--- src/rtl/instr_decoder_pipe.sv ---
// Registered instruction decode stage: class/register fields to ALU controls,
// with valid/ready on both sides, multiply stall, HALT/resume and illegal flagging.
//
// state       | meaning
// ------------+-----------------------------------------------------------
// ST_RUN      | accepting instructions whenever the output slot is free
// ST_MUL_WAIT | multiply occupying the ALU; counter runs down to zero
// ST_HALTED   | HALT accepted; waits for resume
module instr_decoder_pipe #(
    parameter int REG_ADDR_W = 2,
    parameter int OPC_W      = 3,
    parameter int MUL_LAT    = 3
) (
    input  logic                          clk,
    input  logic                          rst,
    input  logic                          in_valid,
    output logic                          in_ready,
    input  logic [OPC_W+REG_ADDR_W:0]     in_instr,
    output logic                          out_valid,
    input  logic                          out_ready,
    output logic [OPC_W-1:0]              out_opcode,
    output logic                          out_aku_en,
    output logic                          out_reg_rd_en,
    output logic [REG_ADDR_W-1:0]         out_reg_addr,
    output logic [(2**REG_ADDR_W)-1:0]    out_reg_we,
    output logic                          out_illegal,
    input  logic                          resume,
    output logic                          halted
);

    localparam int NUM_REGS = 2**REG_ADDR_W;
    localparam int FW       = OPC_W + 1;
    localparam int INSTR_W  = FW + REG_ADDR_W;
    localparam int CNT_W    = (MUL_LAT > 1) ? $clog2(MUL_LAT) : 1;
    localparam bit MUL_STALL = (MUL_LAT > 1);

    localparam logic [FW-1:0] F_MUL  = FW'(5);
    localparam logic [FW-1:0] F_RD   = FW'(6);
    localparam logic [FW-1:0] F_WR   = FW'(7);
    localparam logic [FW-1:0] F_NOP  = FW'(8);
    localparam logic [FW-1:0] F_HALT = FW'(9);

    typedef enum logic [1:0] {
        ST_RUN      = 2'd0,
        ST_MUL_WAIT = 2'd1,
        ST_HALTED   = 2'd2
    } state_e;

    state_e                  state_q, state_d;
    logic [CNT_W-1:0]        cnt_q, cnt_d;
    logic                    valid_q, valid_d;
    logic [OPC_W-1:0]        opcode_q, opcode_d;
    logic                    aku_en_q, aku_en_d;
    logic                    rd_en_q, rd_en_d;
    logic [REG_ADDR_W-1:0]   addr_q, addr_d;
    logic [NUM_REGS-1:0]     we_q, we_d;
    logic                    illegal_q, illegal_d;

    logic [FW-1:0]           f_fld;
    logic [REG_ADDR_W-1:0]   r_fld;
    logic [OPC_W-1:0]        dec_opcode;
    logic                    dec_aku_en;
    logic                    dec_rd_en;
    logic [REG_ADDR_W-1:0]   dec_addr;
    logic [NUM_REGS-1:0]     dec_we;
    logic                    dec_illegal;
    logic                    accept;

    assign f_fld = in_instr[INSTR_W-1:REG_ADDR_W];
    assign r_fld = in_instr[REG_ADDR_W-1:0];

    always_comb begin
        dec_opcode  = '0;
        dec_aku_en  = 1'b0;
        dec_rd_en   = 1'b0;
        dec_addr    = '0;
        dec_we      = '0;
        dec_illegal = 1'b0;
        if (f_fld <= F_MUL) begin
            dec_opcode = f_fld[OPC_W-1:0];
            dec_aku_en = 1'b1;
        end else if (f_fld == F_RD) begin
            dec_opcode = OPC_W'(6);
            dec_aku_en = 1'b1;
            dec_rd_en  = 1'b1;
            dec_addr   = r_fld;
        end else if (f_fld == F_WR) begin
            dec_we[r_fld] = 1'b1;
            dec_addr      = r_fld;
        end else if ((f_fld == F_NOP) || (f_fld == F_HALT)) begin
            dec_opcode = '0;
        end else begin
            dec_illegal = 1'b1;
        end
    end

    // The output slot and the FSM must both be free before anything is taken.
    assign in_ready = (state_q == ST_RUN) && (!valid_q || out_ready);
    assign accept   = in_valid && in_ready;

    always_comb begin
        valid_d   = valid_q;
        opcode_d  = opcode_q;
        aku_en_d  = aku_en_q;
        rd_en_d   = rd_en_q;
        addr_d    = addr_q;
        we_d      = we_q;
        illegal_d = illegal_q;
        if (accept) begin
            valid_d   = 1'b1;
            opcode_d  = dec_opcode;
            aku_en_d  = dec_aku_en;
            rd_en_d   = dec_rd_en;
            addr_d    = dec_addr;
            we_d      = dec_we;
            illegal_d = dec_illegal;
        end else if (out_ready) begin
            valid_d   = 1'b0;
            opcode_d  = '0;
            aku_en_d  = 1'b0;
            rd_en_d   = 1'b0;
            addr_d    = '0;
            we_d      = '0;
            illegal_d = 1'b0;
        end
    end

    always_comb begin
        state_d = state_q;
        cnt_d   = cnt_q;
        unique case (state_q)
            ST_RUN: begin
                if (accept && (f_fld == F_MUL) && MUL_STALL) begin
                    state_d = ST_MUL_WAIT;
                    cnt_d   = CNT_W'(MUL_LAT - 1);
                end else if (accept && (f_fld == F_HALT)) begin
                    state_d = ST_HALTED;
                end
            end
            ST_MUL_WAIT: begin
                cnt_d = cnt_q - CNT_W'(1);
                if (cnt_q <= CNT_W'(1)) begin
                    state_d = ST_RUN;
                end
            end
            ST_HALTED: begin
                if (resume) begin
                    state_d = ST_RUN;
                end
            end
            default: begin
                state_d = ST_RUN;
                cnt_d   = '0;
            end
        endcase
    end

    always_ff @(posedge clk or posedge rst) begin
        if (rst) begin
            state_q   <= ST_RUN;
            cnt_q     <= '0;
            valid_q   <= 1'b0;
            opcode_q  <= '0;
            aku_en_q  <= 1'b0;
            rd_en_q   <= 1'b0;
            addr_q    <= '0;
            we_q      <= '0;
            illegal_q <= 1'b0;
        end else begin
            state_q   <= state_d;
            cnt_q     <= cnt_d;
            valid_q   <= valid_d;
            opcode_q  <= opcode_d;
            aku_en_q  <= aku_en_d;
            rd_en_q   <= rd_en_d;
            addr_q    <= addr_d;
            we_q      <= we_d;
            illegal_q <= illegal_d;
        end
    end

    assign out_valid     = valid_q;
    assign out_opcode    = valid_q ? opcode_q  : '0;
    assign out_aku_en    = valid_q && aku_en_q;
    assign out_reg_rd_en = valid_q && rd_en_q;
    assign out_reg_addr  = valid_q ? addr_q    : '0;
    assign out_reg_we    = valid_q ? we_q      : '0;
    assign out_illegal   = valid_q && illegal_q;
    assign halted        = (state_q == ST_HALTED);

endmodule

--- config.mk ---
export PLATFORM = sky130hd
export DESIGN_NAME = instr_decoder_pipe
export DESIGN_NICKNAME = d
export VERILOG_FILES = /design/src/rtl/instr_decoder_pipe.sv
export SDC_FILE = /design/constraint.sdc
export NUM_CORES = 1
export LEC_CHECK = 0
export ABC_AREA = 1
export ABC_CLOCK_PERIOD_IN_PS = 1400
export CORE_MARGIN = 2
export CORE_UTILIZATION = 35
export DETAILED_ROUTE_END_ITERATION = 7
export PLACE_DENSITY = 0.58
export SLEW_MARGIN = 20
export SYNTH_ARGS = -nofsm -noshare
export SYNTH_HDL_FRONTEND = slang
export SYNTH_SLANG_ARGS = --single-unit
--- constraint.sdc ---
create_clock -name clk -period 1.4 [get_ports clk]
set_input_delay 0.28 -clock clk [delete_from_list [all_inputs] [get_ports clk]]
set_output_delay 0.28 -clock clk [all_outputs]
set_load 0.005 [all_outputs]
# Yosys cells after proc, flatten, opt, wreduce, memory -nomap -nowiden

Index checks and enable logic that the tools add are counted.

Bits in registers: 17
Bits of input ports: 11
Output and inout bits: 15
Logic and storage cells: 79

$add $sub $neg: 1
Order comparisons: 4
Equal/unequal tests: 11
Multiplexer cells: 38
Bitwise operators: 1
Reduce and logical (&&, ||, !) cells: 15

Operators with widths:

| operator                                                           | number |
|---|---|
| 2-to-1 mux 4 bit                                                   | 6 |
| 2-to-1 mux 2 bit                                                   | 11 |
| 2-to-1 mux 3 bit                                                   | 5 |
| 2-to-1 mux 1 bit                                                   | 13 |
| == test 4 x 3 -> 1 bit (second input constant)                     | 3 |
| one-hot mux 2 bit (3 select lines)                                 | 2 |
| == test 4 bit (second input constant)                              | 2 |
| logical AND 1 bit                                                  | 8 |
| <= comparator 4 x 3 -> 1 bit (second input constant)               | 1 |
| inequality test 2 bit (second input constant)                      | 2 |
| less-than comparator 2 x 3 -> 1 bit (second input constant)        | 1 |
| inequality test 3 x 1 -> 1 bit (second input constant)             | 1 |
| AND reduction 3 bit                                                | 1 |
| demux 1 bit (select 2 bit)                                         | 1 |
| == test 2 x 1 -> 1 bit (second input constant)                     | 1 |
| == test 2 bit (second input constant)                              | 1 |
| greater-or-equal comparator 2 x 1 -> 1 bit (second input constant) | 1 |
| <= comparator 2 x 1 -> 1 bit (second input constant)               | 1 |
| logical NOT 2 bit                                                  | 1 |
| logical OR 1 bit                                                   | 2 |
| inequality test 2 x 1 -> 1 bit (second input constant)             | 1 |
| AND reduction 2 bit                                                | 1 |
| nonzero test 2 bit                                                 | 1 |
| subtractor 2 x 1 -> 2 bit (second input constant)                  | 1 |
| other kinds (2)                                                    | 2 |

# Depth between registers and ports, before layout

Word-level depth: 8
Depth in mapped cells: 7
Depth with buffers taken out: 7

# Worst setup path after synthesis

No wires, ideal clock.

Path type: register to register
Start: reg valid_q, in the netlist out_valid
End: reg cnt_q[1]
Setup time: 0.119 ns
Arrival: 0.932 ns
Required time: 1.281 ns
Path slack: 0.349 ns
Stages on the path, launching flop included: 7
Buffers on the path: 0
Period minus slack after synthesis: 1.051 ns
Path through: dfrtp_1 -> nand2_1 -> nand3_4 -> o21bai_1 -> nand2_1 -> nand2_1 -> nand2_1

Cells in the longest elaborated chain, start to end: 7

RTL lines:

| what                                     | RTL line | source |
|---|---|---|
| start: declaration                       | 51       | `logic valid_q, valid_d;` |
| start signal: assignment                 | 172      | `valid_q <= valid_d;` |
| logical NOT 1 bit                        | 98       | `assign in_ready = (state_q == ST_RUN) && (!valid_q \|\| out_ready);` |
| logical OR 1 bit                         | 98       |  |
| logical AND 1 bit                        | 98       |  |
| logical AND 1 bit                        | 99       | `assign accept = in_valid && in_ready;` |
| logical AND 1 bit                        | 133      | `if (accept && (f_fld == F_MUL) && MUL_STALL) begin` |
| inequality test 2 x 1 -> 1 bit (no line) | n/a      |  |
| AND reduction 2 bit (no line)            | n/a      |  |
| end signal: assignment                   | 171      | `cnt_q <= cnt_d;` |
| end: declaration                         | 50       | `logic [CNT_W-1:0] cnt_q, cnt_d;` |

No other way between the ends.
A chain may end at the register's enable or synchronous reset.

# Final worst setup path

Start: reg valid_q, in the netlist out_valid
End: out in_ready

Cells in the longest elaborated chain, start to end: 3

RTL lines:

| what              | RTL line | source |
|---|---|---|
| logical NOT 1 bit | 98       |  |
| logical OR 1 bit  | 98       |  |
| logical AND 1 bit | 98       |  |
| end: declaration  | 17       | `output logic in_ready,` |

No other way between the ends.

==> summary.txt <==
Run status
  – Status: finished with violations
  – Failing checks: negative setup slack

Critical path
  – CP cell instances: buf_6 > buf_6 > a21oi_2 > buf_2
  – Critical path origin: out_valid$_DFFE_PP0P_
  – Setup crit end kind: output pin
  – Worst setup SP type: flop
  – Max stage delay on crit path: roughly 0.43 ns
  – Arr. time, crit path: approximately 1.2 ns
  – CP delay by family, top: flip-flops
  – WP data required: 1.12 ns
  – Crit Path Class: reg -> out
  – Crit path max fanout: 6
  – Bufs and invs on worst path: 3
  – CP dominant cell by count: buf_6
  – CP max-delay cell: dfrtp_2
  – Worst R2R Start: out_valid$_DFFE_PP0P_

Floorplanning
  – IO Count: 26
  – Initial core utilization: a little over a third
  – Rows: 19
  – Die width: approximately 57 µm
  – Die height: between 50 and 60 µm
  – Die ar.: 3220 µm²
  – Core area: ~2700 µm²

Clock network
  – H-tree Lvls: 1
  – TritonCTS clock tree: built
  – Clock Latency Late Sink: roughly 0.30 ns
  – Cts bufs inserted: 3
  – Root Driver: clkbuf_4
  – Clock-pin slew on the worst setup and hold paths: approximately 0.10 ns
  – CTS sink count: 17
  – Maximum clock insertion buffer count: 2

Placed design
  – HPWL after DPL: about 1600 µm
  – Place WS: -0.369 ns
  – PortBufs: 25
  – Routability congestion estimate from global placement: a little under 0.8

Drt
  – Pre-Repair DR Iteration Count: 4
  – Wl on met1: ~1100 µm
  – DRC viols: 0
  – Metal3 WL: 93 µm
  – DRT iter0 DRCs: 29
  – Met2 Wirelength: 1170 µm
  – Total wire length: about 2400 µm
  – Vias per inst: approximately 4.7
  – Post-route ant nets: 0
  – Via count: approximately 970
  – Top Layer Used: met4
  – DR WL/cell: approximately 11 µm

Yosys
  – Ys flop type: dfrtp_1
  – Ranking of synthesized cells by area: dfrtp_1 (44%), nand2_1 (12%), inv_1 (10%)
  – Synthesized Nets: around 140
  – Synth top area share: a little over two fifths
  – Syn Std Cell Area: just under 1000 µm²
  – Number of flops mapped to enable cells by yosys: 0
  – Synth area leader: dfrtp_1
  – Cell variety after synth: 22
  – #FFs+latches synth: 17
  – Seq/Total Area, Yosys: 43.7%
  – Syn Inst Count: 127
  – Asr flop ratio synth: 100%
  – Commonest cells in the synthesized netlist: nand2_1 (30), inv_1 (27), dfrtp_1 (17)
  – Mean Syn Cell Area: roughly 7.7 µm²
  – Warning count from the yosys run: 0
  – Most common cell in the netlist: nand2_1

Timing
  – Endpoints failing setup: 5
  – Worst-margin pin slew: 0.238 ns
  – Post-route minimum period: approximately 1.5 ns
  – Worst Skew: approximately 0.0027 ns
  – Slew Viols, Final: 0
  – Setup tns final: -0.261 ns
  – Final WS setup: -0.0975 ns
  – Endpoints failing hold: 0
  – Fmax: about 670 MHz
  – Period Utilization, post-route: 107%
  – Relative slew slack: 84.1%
  – Unrepaired setup endpoints after global routing: true

Layout
  – P&R area growth vs syn: 50.1%
  – Ant diodes: 0
  – Fillers: ~260
  – Fin nets: 190
  – Reg area: ~430 µm²
  – Share of layout cells above drive strength 1: around two fifths
  – Footprint of the multi-input gates: 464 µm²

Pwr
  – Peak supply drop: approximately 0.66 mV
  – Leakage power: 0.819 nW
  – Pwr/cell area: around 840 nW/µm²

Global route
  – Overall routing resource usage: 16.2%
  – Initial antenna violation count: 0
  – Number of global-route vias before repair: approximately 900
  – First-pass GRT wire length: around 3900 µm
  – Largest net degree at the start of global routing: 18
  – Total grt overflow: 0

Hold path
  – Hold Crit Class: in -> async

Run
  – Max-cap check violation count: 0
-- kinds of logic (layout without fill, tap and decap cells) --
| kind of cell | Yosys count | count (layout) | synth area share (%) |
|---|---|---|---|
| adder cells (fa/ha/maj) | 1 | 1 | 1.29 |
| buffers and inverters | 32 | 81 | 14.1 |
| AND/OR/NAND/NOR | 58 | 59 | 29.7 |
| flip-flops | 17 | 17 | 43.7 |
| AO/OA/AOI/OAI | 19 | 19 | 11.2 |
-- per-stage QoR --
step                      utilization [%]  instances  power (mW)  hold WS [ns]  cell area [µm²]
after CTS                            52.8        206        1.21         0.284             1420
after detailed placement             49.7        193       0.884         0.480             1340
after global placement               49.7        193       0.872         0.456             1340
after floorplan                         -        127       0.745         0.206              973
final                                54.4        208        1.23         0.282             1460
after global routing                 54.4        208        1.32         0.313             1460
-- power breakdown --
part	internal (mW)	switching (mW)
combinational	0.190	0.193
sequential	0.539	0.0339
clock	0.111	0.164
total	0.839	0.390
-- flip-flops by register name, summed over array words and instances, names as in the netlist --
name and count:
we_q 4, opcode_q 3, addr_q 2, cnt_q 2, state_q 2, aku_en_q 1
illegal_q 1, out_valid 1, rd_en_q 1
-- path summary, 6_finish.rpt --
path	to	slack [ns]	cells after the start
worst max-delay path	in_ready	-0.1	4
worst min-delay path	rd_en_q$_DFFE_PP0P_	0.28	3
worst max register to register	cnt_q[0]$_DFFE_PP0P_	0.01	8
worst min register to register	cnt_q[1]$_DFFE_PP0P_	0.51	2
max in group asynchronous	out_valid$_DFFE_PP0P_	0.91	3
min in group clk	cnt_q[1]$_DFFE_PP0P_	0.51	2
-- routing by layer --
layer | global-route usage, % | up-vias
met1 | 21.4 | 454
met5 | 0 | -
li1 | - | 497
met4 | 6.98 | 0
met2 | 25.9 | 16
met3 | 2.76 | 4
-- final cells by class --
class / count / share of cell area, %
multi-input combinational: 79 / 31.8
sequential: 17 / 29.2
timing repair buffer: 49 / 27.3
inverter: 28 / 7.28
tap: 31 / 2.65
clock buffer: 4 / 1.80
-- timing repair --
| item | in CTS | in global routing |
|---|---|---|
| resized for setup | 59 | 26 |
| buffers inserted | 8 | 2 |
| hold buffers | 0 | 0 |
| setup endpoints to repair | 25 | 26 |
| pin swaps | 2 | 4 |
| cloned | 1 | 0 |
-- cell usage in the layout, fill, tap and decap left out --
cell type         n
clkbuf_1          1
clkbuf_4          3
o21ai_0           3
o21bai_1          1
clkbuf_2          5
clkdlybuf4s50_1  10
nand2_2          10
dlygate4sd2_1     1
nand3_1          15
inv_1            20
nor2_2            2
nand3_2           3
nand2_1          21
inv_2             7
dfrtp_1          16
o31ai_1           1
clkinv_2          1
a21oi_2           1
nor2_4            3
dfrtp_2           1
o21ai_1           6
nor2_1            3
o21ai_2           2
nand3_4           2
ha_1              1
buf_2             8
a21oi_1           4
buf_6            10
o22ai_1           1
buf_4            15
-- worst reg2reg max path, delay by kind of cell, from the launching register on --
kind	cells	cell delay [ns]
AOI/OAI and AO/OA	1	0.14
DFF	1	0.43
buffers and inverters	2	0.25
and+or+nand+nor	5	0.47
Power figures use the tool's default switching activity.
